## src/rtl/alu_operand_stage_pkg.sv

```systemverilog
// Shared definitions for the decode->execute operand stage: ALU opcodes and
// default datapath/register-address widths.
package alu_operand_stage_pkg;
  localparam int XLEN_DEF   = 32;
  localparam int REG_AW_DEF = 5;

  localparam logic [2:0] ALU_ADD = 3'b000;
  localparam logic [2:0] ALU_SUB = 3'b100;
  localparam logic [2:0] ALU_AND = 3'b111;
endpackage

```

## src/rtl/alu_operand_stage_operand_bypass.sv

```systemverilog
// Resolves one source operand: x0 zeroing, then EX forwarding from the held
// entry, then WB forwarding, then the register-file read.
module operand_bypass
  import alu_operand_stage_pkg::*;
#(
  parameter int XLEN   = XLEN_DEF,
  parameter int REG_AW = REG_AW_DEF
) (
  input  logic [REG_AW-1:0] addr,
  input  logic              held_valid,
  input  logic [REG_AW-1:0] held_rd,
  input  logic [XLEN-1:0]   alu_result,
  input  logic              wb_valid,
  input  logic [REG_AW-1:0] wb_rd,
  input  logic [XLEN-1:0]   wb_data,
  input  logic [XLEN-1:0]   rf_data,
  output logic [XLEN-1:0]   value
);
  always_comb begin
    value = rf_data;
    // EX result is younger than WB, so it wins when both name the same register
    if (addr == '0)
      value = '0;
    else if (held_valid && (held_rd == addr))
      value = alu_result;
    else if (wb_valid && (wb_rd == addr))
      value = wb_data;
  end
endmodule

```

## src/rtl/alu_operand_stage.sv

```systemverilog
// Decode->execute pipeline register feeding the combinational ALU; resolves
// operands on entry and holds them stable until the downstream consumes.
module alu_operand_stage
  import alu_operand_stage_pkg::*;
#(
  parameter int XLEN   = XLEN_DEF,
  parameter int REG_AW = REG_AW_DEF
) (
  input  logic              clk,
  input  logic              reset,
  input  logic              flush,
  input  logic              in_valid,
  output logic              in_ready,
  input  logic [2:0]        in_opcode,
  input  logic [REG_AW-1:0] in_rs1_addr,
  input  logic [REG_AW-1:0] in_rs2_addr,
  input  logic [XLEN-1:0]   in_rs1_data,
  input  logic [XLEN-1:0]   in_rs2_data,
  input  logic [XLEN-1:0]   in_imm,
  input  logic              in_use_imm,
  input  logic [REG_AW-1:0] in_rd_addr,
  input  logic              wb_valid,
  input  logic [REG_AW-1:0] wb_rd,
  input  logic [XLEN-1:0]   wb_data,
  input  logic [XLEN-1:0]   alu_result,
  output logic              out_valid,
  input  logic              out_ready,
  output logic [2:0]        opcode,
  output logic [XLEN-1:0]   left,
  output logic [XLEN-1:0]   right,
  output logic [REG_AW-1:0] rd
);
  logic              valid_reg;
  logic [2:0]        opcode_reg;
  logic [XLEN-1:0]   left_reg;
  logic [XLEN-1:0]   right_reg;
  logic [REG_AW-1:0] rd_reg;

  logic [XLEN-1:0]   rs1_value;
  logic [XLEN-1:0]   rs2_value;
  logic [XLEN-1:0]   right_next;
  logic              transfer;

  // Held rd of a valid entry forwards regardless of out_ready: the ALU result
  // of the held entry is ready combinationally in the same cycle.
  operand_bypass #(.XLEN(XLEN), .REG_AW(REG_AW)) u_bypass_rs1 (
    .addr       (in_rs1_addr),
    .held_valid (valid_reg),
    .held_rd    (rd_reg),
    .alu_result (alu_result),
    .wb_valid   (wb_valid),
    .wb_rd      (wb_rd),
    .wb_data    (wb_data),
    .rf_data    (in_rs1_data),
    .value      (rs1_value)
  );

  operand_bypass #(.XLEN(XLEN), .REG_AW(REG_AW)) u_bypass_rs2 (
    .addr       (in_rs2_addr),
    .held_valid (valid_reg),
    .held_rd    (rd_reg),
    .alu_result (alu_result),
    .wb_valid   (wb_valid),
    .wb_rd      (wb_rd),
    .wb_data    (wb_data),
    .rf_data    (in_rs2_data),
    .value      (rs2_value)
  );

  assign in_ready   = !valid_reg || out_ready;
  assign transfer   = in_valid && in_ready;
  assign right_next = in_use_imm ? in_imm : rs2_value;

  always_ff @(posedge clk) begin
    if (reset) begin
      valid_reg  <= 1'b0;
      opcode_reg <= ALU_ADD;
      left_reg   <= '0;
      right_reg  <= '0;
      rd_reg     <= '0;
    end else if (flush) begin
      valid_reg <= 1'b0;
    end else if (transfer) begin
      valid_reg  <= 1'b1;
      opcode_reg <= in_opcode;
      left_reg   <= rs1_value;
      right_reg  <= right_next;
      rd_reg     <= in_rd_addr;
    end else if (valid_reg && out_ready) begin
      valid_reg <= 1'b0;
    end
  end

  assign out_valid = valid_reg;
  assign opcode    = opcode_reg;
  assign left      = left_reg;
  assign right     = right_reg;
  assign rd        = rd_reg;
endmodule

```

## config.mk

```make
export PLATFORM = sky130hd
export DESIGN_NAME = alu_operand_stage
export DESIGN_NICKNAME = d
export VERILOG_FILES = /design/src/rtl/alu_operand_stage_pkg.sv /design/src/rtl/alu_operand_stage_operand_bypass.sv /design/src/rtl/alu_operand_stage.sv
export SDC_FILE = /design/constraint.sdc
export NUM_CORES = 1
export LEC_CHECK = 0
export ABC_CLOCK_PERIOD_IN_PS = 1700
export CAP_MARGIN = 20
export CORE_MARGIN = 10
export CORE_UTILIZATION = 37
export DETAILED_ROUTE_END_ITERATION = 6
export PLACE_DENSITY_LB_ADDON = 0.25
export SYNTH_ARGS = -nofsm -noshare
export SYNTH_HDL_FRONTEND = slang
export SYNTH_SLANG_ARGS = --single-unit
```

## constraint.sdc

```tcl
create_clock -name clk -period 1.7 [get_ports clk]
set_clock_uncertainty 0.05 [all_clocks]
set_input_delay 0.255 -clock clk [delete_from_list [all_inputs] [get_ports clk]]
set_output_delay 0.255 -clock clk [all_outputs]
set_load 0.05 [all_outputs]
```

==> results of run 1 <==
==> per-layer routing <==
layer	part of all wire	routed length, um	GRT usage
met2	0.47	13100	0.431
met1	0.39	10900	0.332
met4	0.043	1220	0.130
met3	0.10	2900	0.0722
met5	0	0	0
==> final cells by class <==
cell class              instances  area [um2]
fillers                       927        3310
clock buffers                  13         260
flip-flops and latches         73        1480
multi-input cells             487        4070
diodes                          1        2.50
inverters                       2        12.5
well taps                     176         220
repair buffers                381        3910
clock inverters                 2        36.3
==> cell usage in the layout, fill, tap and decap left out, types with 3 or more instances in the layout <==
cell type and count:
xnor2_2 3, a221oi_2 10, buf_8 4, o31ai_1 14, buf_4 141, xor2_1 3, o31ai_2 10, a2111oi_2 29
o21ai_1 28, xnor2_1 10, nand2_4 12, nor2_1 3, o22ai_4 3, nand2_1 115, a221oi_1 21, o22ai_2 13
xor2_4 3, nor2_4 3, buf_16 6, a2111oi_4 3, o22ai_1 16, a21oi_1 40, a211oi_4 17, o21ai_0 28
a211oi_2 15, clkdlybuf4s50_1 171, dlygate4sd2_1 14, buf_6 13, dfxtp_1 67, nor3_1 33, dfxtp_4 4, o21ai_2 8
clkbuf_16 16, o31ai_4 9, buf_12 20, nand2_2 21
==> power by group <==
group	switching [W]	internal (W)	total (W)
clock	0.000798	0.00121	0.00201
combinational	0.00137	0.00112	0.00249
sequential	0.0000861	0.00181	0.00190
==> timing repair <==
action	4_1_cts	5_1_grt
endpoints found under the hold margin	0	0
cloned	8	7
pin swaps	28	57
buffers inserted	10	10
gates resized for setup	96	133
setup endpoints to repair	64	70
==> cells by family (layout without fill, tap and decap cells) <==
| kind of cell | count (synthesis) | in the layout | synth area share |
|---|---|---|---|
| AO/OA/AOI/OAI | 266 | 266 | 0.423 |
| AND/OR/NAND/NOR | 200 | 201 | 0.172 |
| flip-flops | 73 | 73 | 0.290 |
| buffers and inverters | 69 | 398 | 0.0761 |
| XOR/XNOR | 20 | 20 | 0.0392 |
| other | 0 | 1 | 0 |
==> tightest hold or removal path: stages <==
cell and delay [ns]:
buf_2 0.12, nor4_4 0.05, buf_4 0.16, o21ai_0 0.11, o21ai_2 0.05
==> per-stage QoR <==
step / TNS [ns] / hold WS [ns] / cell area, um2 / utilization / total power (W)
after detailed placement: -38.74 / 0.398 / 8250 / 0.621 / 0.00398
final: -4.47 / 0.394 / 9990 / 0.751 / 0.00640
after CTS: -3.27 / 0.259 / 9130 / 0.687 / 0.00610
after global placement: -35.58 / 0.390 / 8250 / 0.621 / 0.00394
after floorplan: -7.96 / 0.274 / 5070 / - / 0.00294
after global routing: -7.25 / 0.418 / 9990 / 0.751 / 0.00657
==> final timing paths <==
kind,end
setup / recovery,right[31]$_SDFFE_PP0P_
setup reg to reg,right[31]$_SDFFE_PP0P_
hold reg to reg,left[2]$_SDFFE_PP0P_
hold / removal,left[28]$_SDFFE_PP0P_
==> impl_metrics.sql, run 1 <==
INSERT INTO impl_metrics (metric_group, metric, value, unit) VALUES
('status', 'outcome', 'complete, but fails checks', ''),
('status', 'violated_checks', 'setup timing', ''),
('clocking', 'clk_path_buf_depth', '2', ''),
('floorplanning', 'floorplan.initialDensity', '0.379', ''),
('floorplanning', 'area_enclosed_by_the_die_boundary', '0.0187', 'mm2'),
('synth', 'syn_nets', '818', ''),
('synth', 'cell_area_after_technology_mapping', '0.00504', 'mm2'),
('synth', 'syn_area_per_cell', '8.03', 'um2'),
('synth', 'post-synth-top-area-cell', 'dfxtp_1', ''),
('placed_design', 'finalWeightedCongestion', '0.943', ''),
('synth', 'post-synth-top-count-cell', 'nand2_1', ''),
('pwr', 'power-per-cell-area', '641', 'mW/mm2'),
('global_routing', 'grt_overflow', '0', ''),
('setup_path', 'critical_path_class', 'register to register', ''),
('detailed_routing', 'drcViolationCount', '0', ''),
('clocking', 'worstSkewPairLatency', '0.35', 'ns'),
('clocking', 'tritoncts', 'yes', ''),
('setup_path', 'largest_delay_share_family_worst_path', 'buffers and inverters', ''),
('setup_path', 'ff2ff_path_depth', '8', ''),
('clocking', 'clock-sinks', '73', ''),
('setup_path', 'path_cells', 'nor2b_4, buf_6, nor3b_4, buf_4, buf_12, buf_12, o22ai_1, a2111oi_2', ''),
('final_layout', 'layout_cells_sized_above_1', '0.405', ''),
('setup_path', 'max_stage_delay', '0.37', 'ns'),
('synth', 'yosys_register_bits', '73', ''),
('global_routing', 'antenna_found_initial', '1', ''),
('job', 'timing.max_cap.violations', '0', ''),
('placed_design', 'hpwl', '18.3', 'mm'),
('synth', 'synth_cell_type_count', '39', ''),
('synth', 'yosysWarningCount', '0', ''),
('global_routing', 'first_global_vias', '6952', ''),
('detailed_routing', 'detailroute.via_count', '6907', ''),
('synth', 'area_share_of_the_largest_cell_type_after_synthesis', '0.290', ''),
('sta', 'hold_violations', '0', ''),
('detailed_routing', 'vias_per_cell', '6.09', ''),
('setup_path', 'critPathSlowestCell', 'a2111oi_2', ''),
('min_path', 'worst_hold_path.num_cells', '5', ''),
('min_path', 'timing.hold.worst.start', 'reset', ''),
('setup_path', 'worst_ep_required_time', '1.89', 'ns'),
('setup_path', 'cp.buffers_inverters', '4', ''),
('synth', 'synth_area_leaders', 'dfxtp_1 29%, nand2_1 11%, a2111oi_2 9.2%', ''),
('floorplanning', 'fp.coreArea', '0.0133', 'mm2'),
('synth', 'synth-edff-count', '0', ''),
('final_layout', 'areaGrowthSynthToFinish', '98.0', '%'),
('final_layout', 'nNetsFinal', '1144', ''),
('global_routing', 'grt_pass1_wl', '39.7', 'mm'),
('clocking', 'htreeDepth', '3', ''),
('min_path', 'min_path_type', 'primary input to register', ''),
('placed_design', 'dpl_worst_slack', '-0.655', 'ns'),
('floorplanning', 'io-pin-count', '264', ''),
('placed_design', 'placed_cells', '1084', ''),
('synth', 'async_s_r_ff_share_synth', '0', ''),
('detailed_routing', 'wirelength', '28.2', 'mm'),
('setup_path', 'critical_path.max_fanout', '7', ''),
('final_layout', 'final_cells', '1135', ''),
('synth', 'ys_top_cells_by_count', '148 x nand2_1, 73 x dfxtp_1, 59 x o21ai_0', ''),
('synth', 'netlist_instances', '628', ''),
('sta', 'timing.final.ws_setup', '-0.171', 'ns'),
('placed_design', 'port_buffers', '263', ''),
('pwr', 'vdd.ir_drop.worst', '491', 'uV'),
('sta', 'timing_max_transition_violations_final', '0', ''),
('setup_path', 'cp_common_cell', 'buf_12', ''),
('global_routing', 'grt_max_degree', '37', ''),
('sta', 'worstMarginPinSlew', '0.454', 'ns'),
('detailed_routing', 'initial_detailed_routing_violation_count', '763', ''),
('setup_path', 'worstSetupStartpointType', 'register', ''),
('setup_path', 'arrival', '2.06', 'ns'),
('detailed_routing', 'post_drt_wl_per_cell', '24.8', 'um'),
('sta', 'min_period', '1.87', 'ns'),
('sta', 'setup_viol', '64', ''),
('floorplanning', 'die_height', '137', 'um'),
('setup_path', 'critical_path_depth_in_cells', '8', '');
(Power assumes the default switching activity.)
==> run 2: changes to the inputs <==
- ABC_CLOCK_PERIOD_IN_PS: 1700 -> 2300
- CAP_MARGIN: 20 -> unset
- CORE_UTILIZATION: 37 -> 44
- clock period: 1.7 -> 2.3 ns (I/O delays scaled with it)
==> run 2 against run 1 <==
Compared with the run above: setup slack better by 0.31 ns; via count shrank 6.9%; first-iteration DRC count grew 12%; the flow now finishes without violations; combinational power decreased by 40%; clock power fell by 28%; critical endpoint is now right[17]$_SDFFE_PP0P_; flip-flop and latch count did not move; power fell by 32%.
==> impl_metrics.sql, run 2 (synthesis results as in run 1) <==
INSERT INTO impl_metrics (metric_group, metric, value, unit) VALUES
('setup_path', 'path_cells', 'clkdlybuf4s50_1, buf_4, xnor2_2, nand4_2, o31ai_4, buf_12, a211oi_2, a2111oi_2', ''),
('floorplanning', 'die_height', '127', 'um'),
('floorplanning', 'io-pin-count', '264', ''),
('sta', 'timing.slew.headroom', '0.422', ''),
('setup_path', 'end_kind', 'register', ''),
('setup_path', 'worst_ep_required_time', '2.47', 'ns'),
('setup_path', 'cp.buffers_inverters', '3', ''),
('setup_path', 'worstSetupStartpointType', 'primary input', ''),
('setup_path', 'max_stage_delay', '0.52', 'ns'),
('setup_path', 'arrival', '2.34', 'ns'),
('job', 'timing.max_cap.violations', '0', ''),
('sta', 'grt_setup_unrepaired', 'false', ''),
('detailed_routing', 'drtPass1Iterations', '6', ''),
('global_routing', 'track_usage', '0.284', ''),
('floorplanning', 'placement_rows', '39', ''),
('final_layout', 'antenna-diode-count', '0', ''),
('clocking', 'worstSkewPairLatency', '0.34', 'ns'),
('clocking', 'tritoncts', 'yes', ''),
('floorplanning', 'fp.coreArea', '0.0113', 'mm2'),
('setup_path', 'critical_path.reg2reg.startpoint', 'out_valid$_SDFFE_PP0P_', ''),
('pwr', 'power-per-cell-area', '526', 'mW/mm2'),
('clocking', 'cts_made_buffers', '9', ''),
('clocking', 'htreeDepth', '3', ''),
('clocking', 'cts_setup_buffers', '0', ''),
('placed_design', 'port_buffers', '263', ''),
('global_routing', 'grt_overflow', '0', ''),
('sta', 'timing.final.ws_setup', '0.138', 'ns'),
('detailed_routing', 'initial_detailed_routing_violation_count', '854', ''),
('setup_path', 'critical_path_class', 'primary input to register', ''),
('sta', 'timing_max_transition_violations_final', '0', ''),
('detailed_routing', 'drcViolationCount', '0', ''),
('clocking', 'clk_path_buf_depth', '2', ''),
('placed_design', 'dpl_worst_slack', '-0.237', 'ns'),
('detailed_routing', 'detailroute.via_count', '6430', ''),
('min_path', 'worst_hold_path.num_cells', '2', ''),
('global_routing', 'grt_max_degree', '46', ''),
('min_path', 'timing.hold.worst.start', 'left[30]$_SDFFE_PP0P_', ''),
('min_path', 'min_path_type', 'register to register', ''),
('final_layout', 'n_fill_cell', '851', ''),
('detailed_routing', 'vias_per_cell', '6.32', ''),
('clocking', 'clock-sinks', '73', ''),
('detailed_routing', 'final_antenna_net_count', '0', ''),
('global_routing', 'antenna_found_initial', '0', ''),
('final_layout', 'layout_cells_sized_above_1', '0.150', ''),
('final_layout', 'most_used_cells_in_the_layout_excluding_fill_and_tap_cells', '260 x clkdlybuf4s50_1, 148 x nand2_1, 73 x dfxtp_1, 59 x o21ai_0, 40 x a21oi_1', ''),
('clocking', 'ctsRootBufferMaster', 'clkbuf_16', ''),
('final_layout', 'most_common_library_cell_in_the_layout_ignoring_fill_and_taps', 'clkdlybuf4s50_1', ''),
('pwr', 'power', '0.00434', 'W'),
('floorplanning', 'floorplan.initialDensity', '0.446', ''),
('status', 'outcome', 'finished, final reports clean', ''),
('setup_path', 'critPathSlowestCell', 'clkdlybuf4s50_1', ''),
('final_layout', 'post-route-util', '0.728', ''),
('sta', 'worstMarginPinSlew', '0.864', 'ns'),
('sta', 'min_period', '2.16', 'ns'),
('sta', 'max_freq', '463', 'MHz'),
('min_path', 'whs_endpoint', 'left[30]$_SDFFE_PP0P_', ''),
('placed_design', 'finalWeightedCongestion', '0.985', ''),
('setup_path', 'critical_path_depth_in_cells', '8', ''),
('final_layout', 'areaGrowthSynthToFinish', '63.4', '%'),
('global_routing', 'first_global_vias', '6666', ''),
('sta', 'setup_viol', '0', ''),
('final_layout', 'nNetsFinal', '1060', ''),
('setup_path', 'critical_path.max_fanout', '19', ''),
('sta', 'min_period_over_period', '0.940', ''),
('floorplanning', 'area_enclosed_by_the_die_boundary', '0.0161', 'mm2'),
('setup_path', 'largest_delay_share_family_worst_path', 'buffers and inverters', ''),
('clocking', 'clk_pin_slew', '0.06', 'ns'),
('detailed_routing', 'post_drt_wl_per_cell', '23.6', 'um'),
('sta', 'hold_violations', '0', ''),
('global_routing', 'grt_pass1_wl', '37.1', 'mm'),
('pwr', 'vdd.ir_drop.worst', '407', 'uV'),
('detailed_routing', 'wirelength', '24.1', 'mm'),
('setup_path', 'worst-r2r-setup-slack', '0.22', 'ns'),
('pwr', 'power.static_leakage', '2.75', 'nW'),
('setup_path', 'worstReg2RegEnd', 'left[15]$_SDFFE_PP0P_', ''),
('placed_design', 'hpwl', '18.1', 'mm'),
('floorplanning', 'die_width', '127', 'um'),
('setup_path', 'ff2ff_path_depth', '6', '');
## run 2: cell count changes in the layout (fill, tap and decap cells not counted), sizes merged, moves of 2 or more
cell | previous run | this run
clkdlybuf4s50 | 171 | 260
clkinv | 1 | 3
buf | 186 | 38
clkbuf | 20 | 12
dlymetal6s2s | 2 | 0
dlygate4sd2 | 14 | 0
## run 2: cell type report
type | count | area, um2 | share of cell area
Sequential cell | 73 | 1460 | 0.177
Inverter | 2 | 8.76 | 0.00106
Timing Repair Buffer | 298 | 3020 | 0.366
Multi-Input combinational cell | 486 | 3280 | 0.398
Clock inverter | 3 | 40.0 | 0.00486
Tap cell | 143 | 179 | 0.0217
Clock buffer | 12 | 256 | 0.0311
## run 2: worst min-delay path, stage by stage (launching register included)
cell     delay (ns)
dfxtp_1        0.31
nand2_1        0.05
o21ai_1        0.05
## run 2: how the worst max path moves through the flow
| stage | from | end | slack [ns] |
|---|---|---|---|
| after floorplan | out_valid$_SDFFE_PP0P_ | right[0]$_SDFFE_PP0P_ | 0.11 |
| after global placement | in_rs2_addr[1] | right[31]$_SDFFE_PP0P_ | -0.10 |
| after detailed placement | in_rs2_addr[1] | right[31]$_SDFFE_PP0P_ | -0.24 |
| after CTS | in_rs2_addr[1] | right[31]$_SDFFE_PP0P_ | 0.08 |
| after global routing | in_rs2_addr[1] | right[18]$_SDFFE_PP0P_ | 0.08 |
| final | in_rs2_addr[1] | right[17]$_SDFFE_PP0P_ | 0.14 |
## run 2: metal layers
layer / up-vias / share of wire / global-route usage
li1: 2874 / - / -
met1: 3027 / 0.37 / 0.323
met2: 450 / 0.49 / 0.480
met3: 79 / 0.10 / 0.0827
met4: 0 / 0.039 / 0.133
met5: - / 0 / 0
## run 2: repair_timing
action	in CTS	in global routing
hold endpoints to repair	0	0
endpoints found under the setup margin	0	1
hold buffers	0	0
resized for setup	0	1
## run 2: where the power goes
| part | switching [W] | internal, W | leakage (nW) |
|---|---|---|---|
| logic | 0.000838 | 0.000653 | 2.00 |
| clock network | 0.000563 | 0.000890 | 0.148 |
| registers | 0.0000512 | 0.00134 | 0.599 |
## run 2: through the flow
step           setup TNS [ns]  instance area (um2)  hold slack, ns  std cells
3_5_place_dp            -5.86                 7950           0.396       1002
2_1_floorplan               0                 5040           0.374        628
4_1_cts                     0                 8240           0.404       1017
3_3_place_gp            -3.67                 7950           0.383       1002
5_1_grt                     0                 8240           0.417       1017
6_report                    0                 8240           0.403       1017
